**src/rtl/vram_port_arbiter_if.sv**
```systemverilog
// rtl/vram_port_arbiter_if.sv - bundled CPU store, VGA fetch and VRAM port signals for vram_port_arbiter
// Purpose: groups every non-clock/reset signal of the arbiter.
// Ports (slave = arbiter side):
//   cpu_we/cpu_addr/cpu_data in, cpu_stall out      CPU posted-store path
//   vga_req/vga_addr in, vga_ready/vga_rvalid/vga_rdata out  VGA fetch path
//   mem_addr/mem_we/mem_wdata out, mem_rdata in     VRAM port
//   fifo_count out                                  write-FIFO occupancy
interface vram_port_arbiter_if #(
  parameter int AW        = 19,
  parameter int DW        = 32,
  parameter int FIFO_LOG2 = 2
);
  logic                 cpu_we;
  logic [AW-1:0]        cpu_addr;
  logic [DW-1:0]        cpu_data;
  logic                 cpu_stall;
  logic                 vga_req;
  logic [AW-1:0]        vga_addr;
  logic                 vga_ready;
  logic                 vga_rvalid;
  logic [DW-1:0]        vga_rdata;
  logic [AW-1:0]        mem_addr;
  logic                 mem_we;
  logic [DW-1:0]        mem_wdata;
  logic [DW-1:0]        mem_rdata;
  logic [FIFO_LOG2:0]   fifo_count;

  modport slave (
    input  cpu_we, cpu_addr, cpu_data, vga_req, vga_addr, mem_rdata,
    output cpu_stall, vga_ready, vga_rvalid, vga_rdata,
           mem_addr, mem_we, mem_wdata, fifo_count
  );

  modport master (
    output cpu_we, cpu_addr, cpu_data, vga_req, vga_addr, mem_rdata,
    input  cpu_stall, vga_ready, vga_rvalid, vga_rdata,
           mem_addr, mem_we, mem_wdata, fifo_count
  );
endinterface

```
**src/rtl/vram_port_arbiter.sv**
```systemverilog
// rtl/vram_port_arbiter.sv - single-port VRAM arbiter: posted CPU write FIFO, VGA reads have priority
// Purpose: shares one VRAM port between CPU stores (queued in a small FIFO) and
//   VGA scanout reads (granted first so the line deadline is met).
// Ports:
//   clk   in  rising-edge clock
//   clrn  in  asynchronous active-low reset
//   bus   vram_port_arbiter_if.slave (CPU store path, VGA fetch path, VRAM port, fifo_count)
// Optional feature: define VRAM_WR_STARVE_GUARD_EN to force a write after
//   VGA_RUN_MAX consecutive reads while the FIFO holds data.
module vram_port_arbiter #(
  parameter int AW          = 19,
  parameter int DW          = 32,
  parameter int FIFO_LOG2   = 2,
  parameter int VGA_RUN_MAX = 3
) (
  input logic                clk,
  input logic                clrn,
  vram_port_arbiter_if.slave bus
);
  localparam int DEPTH = 1 << FIFO_LOG2;
  localparam logic [FIFO_LOG2:0] FULL_CNT = (FIFO_LOG2+1)'(DEPTH);

  logic [AW-1:0]        fifo_addr [DEPTH];
  logic [DW-1:0]        fifo_data [DEPTH];
  logic [FIFO_LOG2-1:0] wr_ptr;
  logic [FIFO_LOG2-1:0] rd_ptr;
  logic [FIFO_LOG2:0]   count;
  logic                 fifo_full;
  logic                 fifo_empty;
  logic                 push;
  logic                 vga_ready;
  logic                 grant_r;
  logic                 grant_w;
  logic                 rd_issued;
  logic                 rd_valid;
  logic [AW-1:0]        mem_addr_q;
  logic [DW-1:0]        mem_wdata_q;
  logic                 mem_we_q;

  // Full comes from the registered count only, so a pop in the same cycle
  // never releases a stalled store (no bypass path).
  assign fifo_full  = (count == FULL_CNT);
  assign fifo_empty = (count == '0);
  assign push       = bus.cpu_we & ~fifo_full;
  assign grant_r    = bus.vga_req & vga_ready;
  assign grant_w    = ~grant_r & ~fifo_empty;

`ifdef VRAM_WR_STARVE_GUARD_EN
  localparam int RW = (VGA_RUN_MAX < 1) ? 1 : $clog2(VGA_RUN_MAX + 1);
  localparam logic [RW-1:0] RUN_LIMIT = RW'(VGA_RUN_MAX);

  logic [RW-1:0] run_cnt;

  // Withholding vga_ready is what forces the write: with no read grant the
  // non-empty FIFO wins the port.
  assign vga_ready = ~((run_cnt == RUN_LIMIT) & ~fifo_empty);

  always_ff @(posedge clk or negedge clrn) begin
    if (!clrn) begin
      run_cnt <= '0;
    end else if (fifo_empty | grant_w) begin
      run_cnt <= '0;
    end else if (grant_r) begin
      run_cnt <= run_cnt + 1'b1;
    end
  end
`else
  // Strict VGA priority; the run limit has no effect in this build.
  logic unused_run_max;
  assign unused_run_max = ^VGA_RUN_MAX;
  assign vga_ready      = 1'b1;
`endif

  always_ff @(posedge clk or negedge clrn) begin
    if (!clrn) begin
      wr_ptr <= '0;
      rd_ptr <= '0;
      count  <= '0;
    end else begin
      if (push)    wr_ptr <= wr_ptr + 1'b1;
      if (grant_w) rd_ptr <= rd_ptr + 1'b1;
      case ({push, grant_w})
        2'b10:   count <= count + 1'b1;
        2'b01:   count <= count - 1'b1;
        default: ;
      endcase
    end
  end

  // Storage needs no reset: entries are only read once count says they exist.
  always_ff @(posedge clk) begin
    if (push) begin
      fifo_addr[wr_ptr] <= bus.cpu_addr;
      fifo_data[wr_ptr] <= bus.cpu_data;
    end
  end

  always_ff @(posedge clk or negedge clrn) begin
    if (!clrn) begin
      mem_addr_q  <= '0;
      mem_wdata_q <= '0;
      mem_we_q    <= 1'b0;
      rd_issued   <= 1'b0;
      rd_valid    <= 1'b0;
    end else begin
      mem_we_q <= grant_w;
      if (grant_r) begin
        mem_addr_q <= bus.vga_addr;
      end else if (grant_w) begin
        mem_addr_q  <= fifo_addr[rd_ptr];
        mem_wdata_q <= fifo_data[rd_ptr];
      end
      // Address is on the port one cycle after the grant; the synchronous
      // VRAM returns data one cycle after that.
      rd_issued <= grant_r;
      rd_valid  <= rd_issued;
    end
  end

  assign bus.cpu_stall  = bus.cpu_we & fifo_full;
  assign bus.vga_ready  = vga_ready;
  assign bus.vga_rvalid = rd_valid;
  assign bus.vga_rdata  = bus.mem_rdata;
  assign bus.mem_addr   = mem_addr_q;
  assign bus.mem_we     = mem_we_q;
  assign bus.mem_wdata  = mem_wdata_q;
  assign bus.fifo_count = count;
endmodule

```
**src/flat_wrapper.sv**
```systemverilog
// flat-port wrapper written by rule: the top's interface ports become plain ports
module vram_port_arbiter_flat 
#(
  parameter int AW          = 19,
  parameter int DW          = 32,
  parameter int FIFO_LOG2   = 2,
  parameter int VGA_RUN_MAX = 3
)
  (clk, clrn, bus_cpu_we, bus_cpu_addr, bus_cpu_data, bus_vga_req, bus_vga_addr, bus_mem_rdata, bus_cpu_stall, bus_vga_ready, bus_vga_rvalid, bus_vga_rdata, bus_mem_addr, bus_mem_we, bus_mem_wdata, bus_fifo_count);
  vram_port_arbiter_if #(.AW(AW), .DW(DW), .FIFO_LOG2(FIFO_LOG2)) bus_i ();
  input logic clk;
  input logic clrn;
  input wire logic [$bits(bus_i.cpu_we)-1:0] bus_cpu_we;
  input wire logic [$bits(bus_i.cpu_addr)-1:0] bus_cpu_addr;
  input wire logic [$bits(bus_i.cpu_data)-1:0] bus_cpu_data;
  input wire logic [$bits(bus_i.vga_req)-1:0] bus_vga_req;
  input wire logic [$bits(bus_i.vga_addr)-1:0] bus_vga_addr;
  input wire logic [$bits(bus_i.mem_rdata)-1:0] bus_mem_rdata;
  output wire logic [$bits(bus_i.cpu_stall)-1:0] bus_cpu_stall;
  output wire logic [$bits(bus_i.vga_ready)-1:0] bus_vga_ready;
  output wire logic [$bits(bus_i.vga_rvalid)-1:0] bus_vga_rvalid;
  output wire logic [$bits(bus_i.vga_rdata)-1:0] bus_vga_rdata;
  output wire logic [$bits(bus_i.mem_addr)-1:0] bus_mem_addr;
  output wire logic [$bits(bus_i.mem_we)-1:0] bus_mem_we;
  output wire logic [$bits(bus_i.mem_wdata)-1:0] bus_mem_wdata;
  output wire logic [$bits(bus_i.fifo_count)-1:0] bus_fifo_count;
  assign bus_i.cpu_we = bus_cpu_we;
  assign bus_i.cpu_addr = bus_cpu_addr;
  assign bus_i.cpu_data = bus_cpu_data;
  assign bus_i.vga_req = bus_vga_req;
  assign bus_i.vga_addr = bus_vga_addr;
  assign bus_i.mem_rdata = bus_mem_rdata;
  assign bus_cpu_stall = bus_i.cpu_stall;
  assign bus_vga_ready = bus_i.vga_ready;
  assign bus_vga_rvalid = bus_i.vga_rvalid;
  assign bus_vga_rdata = bus_i.vga_rdata;
  assign bus_mem_addr = bus_i.mem_addr;
  assign bus_mem_we = bus_i.mem_we;
  assign bus_mem_wdata = bus_i.mem_wdata;
  assign bus_fifo_count = bus_i.fifo_count;
  vram_port_arbiter #(.AW(AW), .DW(DW), .FIFO_LOG2(FIFO_LOG2), .VGA_RUN_MAX(VGA_RUN_MAX)) u_core (.clk(clk), .clrn(clrn), .bus(bus_i));
endmodule
```
**config.mk**
```make
export PLATFORM = sky130hd
export DESIGN_NAME = vram_port_arbiter_flat
export DESIGN_NICKNAME = d
export VERILOG_FILES = /design/src/rtl/vram_port_arbiter_if.sv /design/src/rtl/vram_port_arbiter.sv /design/src/flat_wrapper.sv
export SDC_FILE = /design/constraint.sdc
export NUM_CORES = 1
export LEC_CHECK = 0
export CAP_MARGIN = 20
export CORE_ASPECT_RATIO = 0.8
export CORE_MARGIN = 5
export CORE_UTILIZATION = 56
export CTS_CLUSTER_SIZE = 16
export DETAILED_ROUTE_END_ITERATION = 6
export PLACE_DENSITY = 0.93
export SLEW_MARGIN = 10
export SYNTH_ARGS = -nofsm -noshare
export SYNTH_HDL_FRONTEND = slang
export SYNTH_SLANG_ARGS = --single-unit
export TNS_END_PERCENT = 50
```
**constraint.sdc**
```tcl
create_clock -name clk -period 6.8 [get_ports clk]
set_input_delay 0.68 -clock clk [delete_from_list [all_inputs] [get_ports clk]]
set_output_delay 0.68 -clock clk [all_outputs]
set_load 0.05 [all_outputs]
```
==> results of run 1 <==
## path summary, 6_finish.rpt
kind / start / end / slack, ns / depth (start not counted)
min in group clk: u_core.rd_issued / u_core.bus.vga_rvalid / 0.36 / 0
min: clrn / u_core.bus.mem_wdata[26] / 0.27 / 1
max: bus_vga_req / u_core.bus.fifo_count[2] / 3.05 / 9
min reg2reg: u_core.rd_issued / u_core.bus.vga_rvalid / 0.36 / 0
max reg2reg: u_core.bus.fifo_count[0] / u_core.bus.fifo_count[2] / 3.81 / 9
max in group asynchronous: clrn / u_core.rd_ptr[0] / 5.87 / 1
## cell usage after synthesis
master / number
a21boi_1: 1
and2_1: 4
and3_1: 1
buf_2: 6
buf_4: 34
buf_6: 9
clkbuf_1: 5
conb_1: 1
dfrtp_1: 61
edfxtp_1: 204
fa_1: 1
ha_1: 5
inv_1: 7
inv_2: 1
mux2_2: 32
mux2_4: 1
mux2i_1: 1
mux4_2: 51
nand2b_1: 20
nor2_1: 2
nor3_1: 1
nor3_2: 1
o221a_2: 19
or2_2: 1
xnor2_1: 3
xor2_1: 3
## power by group through the flow
| stage | Combinational [W] | Clock, W | Sequential, W |
|---|---|---|---|
| 2_1_floorplan | 0.000953 | 0 | 0.00289 |
| 3_3_place_gp | 0.00184 | 0 | 0.00248 |
| 3_5_place_dp | 0.00189 | 0 | 0.00252 |
| 4_1_cts | 0.00193 | 0.00142 | 0.00251 |
| 5_1_grt | 0.00208 | 0.00150 | 0.00248 |
| 6_report | 0.00198 | 0.00140 | 0.00244 |
## registers in the layout, summed over array words and instances, names as in the netlist
| name | cells |
|---|---|
| u_core.fifo_data | 128 |
| u_core.fifo_addr | 76 |
| u_core.bus.mem_wdata | 32 |
| u_core.bus.mem_addr | 19 |
| u_core.bus.fifo_count | 3 |
| u_core.rd_ptr | 2 |
| u_core.wr_ptr | 2 |
| u_core.bus.mem_we | 1 |
| u_core.bus.vga_rvalid | 1 |
| u_core.rd_issued | 1 |
## critical path: stages
cell,delay [ns]
clkdlybuf4s50_1,0.89
or2_2,0.72
inv_2,0.69
ha_1,0.30
inv_1,0.06
fa_1,0.38
xor2_1,0.15
nor2_1,0.15
xor2_1,0.15
## per-layer routing
| layer | GRT usage [%] | vias up |
|---|---|---|
| met1 | 27.9 | 2598 |
| li1 | - | 2077 |
| met5 | 0 | - |
| met4 | 7.64 | 4 |
| met2 | 35.4 | 272 |
| met3 | 5.77 | 78 |
## through the flow
step / hold WS (ns) / util [%] / worst slack [ns] / std cells
2_1_floorplan: 0.331 / - / 3.97 / 475
3_3_place_gp: 0.333 / 63.3 / 2.73 / 786
3_5_place_dp: 0.344 / 63.3 / 2.59 / 786
4_1_cts: 0.312 / 68.0 / 3.06 / 833
5_1_grt: 0.339 / 68.1 / 2.83 / 834
6_report: 0.271 / 68.1 / 3.05 / 834
## logic make-up after synthesis
kind of cell / after synthesis / synth area share, %
XOR/XNOR: 6 / 0.517
multiplexers: 85 / 15.1
AO/OA/AOI/OAI: 20 / 2.18
AND/OR/NAND/NOR: 30 / 1.82
other: 1 / 0.0369
flip-flops: 265 / 75.3
adder cells (fa/ha/maj): 6 / 0.812
buffers and inverters: 62 / 4.28
## final cells by class
class                      count  area share (%)
sequential                   265            62.4
clock buffer                  34            5.97
inverter                       8           0.245
timing repair buffer         136            11.1
tap                          230            2.35
multi-input combinational    148            17.0
clock inverter                13           0.888
==> results.md, run 1 <==
* Setup crit start kind: input pin
* DR WL met2 at between 10,000 and 15,000 µm
* IO buf count at 130
* Pin count of the biggest net entering global routing at between 60 and 70
* Placed Area at ~0.011 mm²
* Register clock-pin slew on the reported worst setup and hold paths at 0.06 ns
* Min-Delay Path Class: in2async
* Worst slew pin tran at 0.914 ns
* Initial core utilization at 56.5%
* Synthesized area at between 0.01 and 0.015 mm²
* Worst EP required at just over 7 ns
* CTS buffer count at 26
* All-Layer GR Usage at between 20% and 30%
* Via count at between 5,000 and 6,000
* Leakage at 4.25 nW
* Netlist cell types at 26
* Internal power at about 0.0039 W
* Post-CTS resize count at 0
* Worst path arrival time at around 4.2 ns
* Multi-input gate area at 0.00208 mm²
* Final setup viols at 0
* # DRC at 0
* Cts hold-fix bufs at 0
* Drt pass-1 iters at 5
* Yosys warnings at 0
* Setup TNS at 0 ns
* Iter 0 DRT Violations at 434
* Synth Net Count at between 500 and 600
* P_sw at slightly below 0.002 W
* Io pins at 196
* Finished layout cell area at between 0.01 and 0.015 mm²
* Row Count at 44
* Sw frac at between 30% and 40%
* Comb pwr share at between 30% and 40%
* Layout Nets at between 600 and 700
* Crit end category: flop
* Most frequent cells in the layout: edfxtp_1, clkdlybuf4s50_1, dfrtp_1, mux4_2, mux2_2
* Final Hold Viols at 0
* Antenna violations before repair at 2
* Met3 WL post-DR at about 2000 µm
* CP max FO at 35
* Max clock buf depth at 3
* Final worst path period share at 55.2%
* Via-to-Cell Ratio at 6.03
* Largest area contributor in the netlist: edfxtp_1
* Layout fillers at a little over 1,000
* FF+latch count, synth at ~270
* CTS root buffer: clkbuf_16
* Avg WL per Cell at ~27 µm
* Core area at around 0.018 mm²
* Vias in the first global route at about 5,400
* Slew Viols, Final at 0
* Power consumption at 0.00583 W
* Final WL at 22,200 µm
* Seq/Total Area, Yosys at about 75%
* Top cell type's share of synthesized area at between 60% and 70%
* Cells after Synth at 475
* Worst Path Class, Setup: in2reg
* Slew margin rel. at between 30% and 40%
* Max_cap viols at 0
* Die Ht at between 100 and 150 µm
* Reg area at 0.00766 mm²
* Setup bufs post-CTS at 0
* Antenna Nets Post-Route at 0
* Fraction of layout cells with a size suffix above 1 at around 26%
* Routability congestion estimate at 0.758
* Top sig layer: met5
* Fmax at approximately 270 MHz
* Area grow syn2layout at 20.6%
* Clk_skew at 0.0142 ns
* Synth top area cells: edfxtp_1, dfrtp_1, mux4_2
* Clk pwr share at approximately a quarter
* Worst IR drop on VDD at around 0.25 mV
* Clock Latency Late Sink at roughly 0.52 ns
* CTS tree: yes
* Clock net sink count at between 200 and 300
* Unrepaired setup endpoints after global routing: false
* Most common cell after layout, fill and taps aside: edfxtp_1
* Final Critical Period at about 3.8 ns
* Ant diodes at 0
* Reg power frac at 41.9%
* First-pass GRT wire length at between 30,000 and 40,000 µm
* Pwr/cell area at between 400 and 500 mW/mm²
* Horiz. Die Dim at 161 µm
* # H-tree levels at 1
* Status: complete, no violations
* Syn_area_per_cell at 21.4 µm²
* Met1 WL at approximately 8600 µm
* Die area at 0.0210 mm²
* Gr ovfl total at 0
* Post-detail-place hpwl at between 10,000 and 15,000 µm
Note: power is estimated with default switching activity, not from simulation.
==> run 2, diff against run 1 <==
--- a/config.mk
+++ b/config.mk
@@ -8,10 +8,10 @@
 export CAP_MARGIN = 20
 export CORE_ASPECT_RATIO = 0.8
 export CORE_MARGIN = 5
-export CORE_UTILIZATION = 56
+export CORE_UTILIZATION = 52
 export CTS_CLUSTER_SIZE = 16
 export DETAILED_ROUTE_END_ITERATION = 6
-export PLACE_DENSITY = 0.93
+export PLACE_DENSITY = 0.88
 export SLEW_MARGIN = 10
 export SYNTH_ARGS = -nofsm -noshare
 export SYNTH_HDL_FRONTEND = slang
==> constraint.sdc (replaced) <==
create_clock -name clk -period 3.57 [get_ports clk]
set_input_delay 0.357 -clock clk [delete_from_list [all_inputs] [get_ports clk]]
set_output_delay 0.357 -clock clk [all_outputs]
set_load 0.05 [all_outputs]
==> results.md, run 2 (synthesis gave the netlist of run 1 again) <==
* Utilization after layout at 64.7% (-3.4 points)
* CTS tree: yes
* Max_cap viols at 0 (unchanged)
* CP max FO at 5 (-86%)
* Die area at 0.0225 mm² (+7.1%)
* Io pins at 196 (unchanged)
* Crit end category: output pin
* Clock Latency Late Sink at 0.51 ns (about the same)
* IO buf count at 130 (unchanged)
* Status: complete, no violations
* Routability congestion estimate at 0.736 (-3.0%)
* Setup crit start kind: flop
* Final Hold Viols at 0 (unchanged)
* Largest Register: u_core.fifo_data
* Pwr/cell area at 896 mW/mm² (+89%)
* Layout fillers at 1,222 (+19%)
* Min setup slack post-route at 1.13 ns (-1.92 ns)
* Fmax at between 400 and 500 MHz
* Worst R2R Start: u_core.bus.fifo_count[0]
* Worst path arrival time at 2.08 ns (-2.12 ns)
* CTS root buffer: clkbuf_16
* Slew margin rel. at 31.8% (-7.1 points)
* Hold_sp: u_core.rd_issued
* Pin count of the biggest net entering global routing at 62 (unchanged)
* Reg area at 0.00766 mm² (unchanged)
* Worst EP required at 3.21 ns (-4.04 ns)
* Most frequent cells in the layout: edfxtp_1, clkdlybuf4s50_1, dfrtp_1, mux4_2, mux2_2
* Ant diodes at 0 (unchanged)
* Multi-input gate area at 0.00208 mm² (unchanged)
* Min-Delay Path Class: reg2reg
* # DRC at 0 (unchanged)
* Unrepaired setup endpoints after global routing: false
* Avg WL per Cell at 24.3 µm (-8.8%)
* Gr ovfl total at 0 (unchanged)
* Most common cell after layout, fill and taps aside: edfxtp_1
* Area grow syn2layout at 21.5%
* Post-CTS resize count at 0 (unchanged)
* Antenna violations before repair at 0 (-2)
* Final Critical Period at 2.44 ns
* Setup TNS at 0 ns (unchanged)
* Final setup viols at 0 (unchanged)
* Crit path from: u_core.bus.fifo_count[0]
* Max reg flops at 128 (unchanged)
* # H-tree levels at 1 (unchanged)
* Worst IR drop on VDD at 0.633 mV (+160%)
* Via-to-Cell Ratio at 5.62 (-6.8%)
* Vias in the first global route at 5,475 (+0.53%)
* Row Count at 45 (+2.3%)
* Layout Nets at 699 (+0.29%)
* Final worst path period share at approximately 70%
* Worst slack, placed at 0.949 ns (-1.65 ns)
* Clk_skew at 0.00898 ns (-0.00518 ns)
* All-Layer GR Usage at 18.8% (-2.6 points)
* Post-detail-place hpwl at 13,600 µm (+4.2%)
* Max clock buf depth at 3 (unchanged)
* Iter 0 DRT Violations at 382 (-12%)
* Final WL at 20,900 µm (-5.6%)
* Slew Viols, Final at 0 (unchanged)
* Antenna Nets Post-Route at 0 (unchanged)
* Horiz. Die Dim at 166 µm (+3.5%)
* Initial core utilization at 53.3% (-3.2 points)
* Worst Path Class, Setup: reg2out
* FF-to-FF setup slack at 1.15 ns (-2.66 ns)
* Via count at 4,850 (-3.6%)
* CTS buffer count at 24 (-7.7%)
* Core area at 0.0191 mm² (+6.0%)
* Drt pass-1 iters at 6 (+1)
* Worst slew pin tran at 1.02 ns (+0.109 ns)
* Fraction of layout cells with a size suffix above 1 at 26.3% (+0.29 points)
* Register clock-pin slew on the reported worst setup and hold paths at 0.07 ns (about the same)
* Die Ht at 135 µm (+3.5%)
* First-pass GRT wire length at 32,200 µm (-4.2%)
* Leakage at 4.25 nW (+0.11%)
* Clock net sink count at 265 (unchanged)
-- run 2: worst paths after layout --
kind,end,cells past startpoint
max in group asynchronous,u_core.rd_ptr[0],2
worst min register to register,u_core.bus.vga_rvalid,0
worst min-delay path,u_core.bus.vga_rvalid,0
min in group asynchronous,u_core.bus.mem_wdata[8],2
worst max register to register,u_core.bus.fifo_count[2],9
worst max-delay path,bus_cpu_stall,3
-- run 2: stage by stage --
| step | hold slack, ns | cell area (µm²) | total power [W] | instances |
|---|---|---|---|---|
| 2_1_floorplan | 0.0614 | 10200 | 0.00733 | 475 |
| 3_3_place_gp | 0.335 | 11500 | 0.00834 | 818 |
| 3_5_place_dp | 0.350 | 11500 | 0.00852 | 818 |
| 4_1_cts | 0.365 | 12400 | 0.0112 | 863 |
| 5_1_grt | 0.365 | 12400 | 0.0116 | 863 |
| 6_report | 0.373 | 12400 | 0.0111 | 863 |
-- run 2: critical path: stages, from the launching register on --
cell and delay [ns]:
dfrtp_1 0.46, nor2_1 0.14, and3_1 0.18, clkdlybuf4s50_1 0.80
-- run 2: report_power, final --
part           internal (W)  switching, W  total [W]
Clock               0.00159       0.00105    0.00264
Combinational       0.00162       0.00207    0.00369
Sequential          0.00418      0.000555    0.00473
Total               0.00739       0.00368     0.0111
-- run 2: final cells by class --
type | count | area share, %
Tap cell | 258 | 2.61
Inverter | 8 | 0.243
Sequential cell | 265 | 62.0
Timing Repair Buffer | 140 | 11.5
Multi-Input combinational cell | 148 | 16.9
Clock inverter | 9 | 1.03
Clock buffer | 35 | 5.69
-- run 2: per-layer routing --
metal | part of all wire, % | track usage, %
met1 | 39 | 24.5
met2 | 50 | 31.8
met3 | 8.0 | 4.54
met4 | 3.0 | 6.04
met5 | 0 | 0
-- run 2: timing repair --
action / CTS / global route
buffers inserted: 0 / 0
hold buffers: 1 / 0
endpoints found under the hold margin: 61 / 0
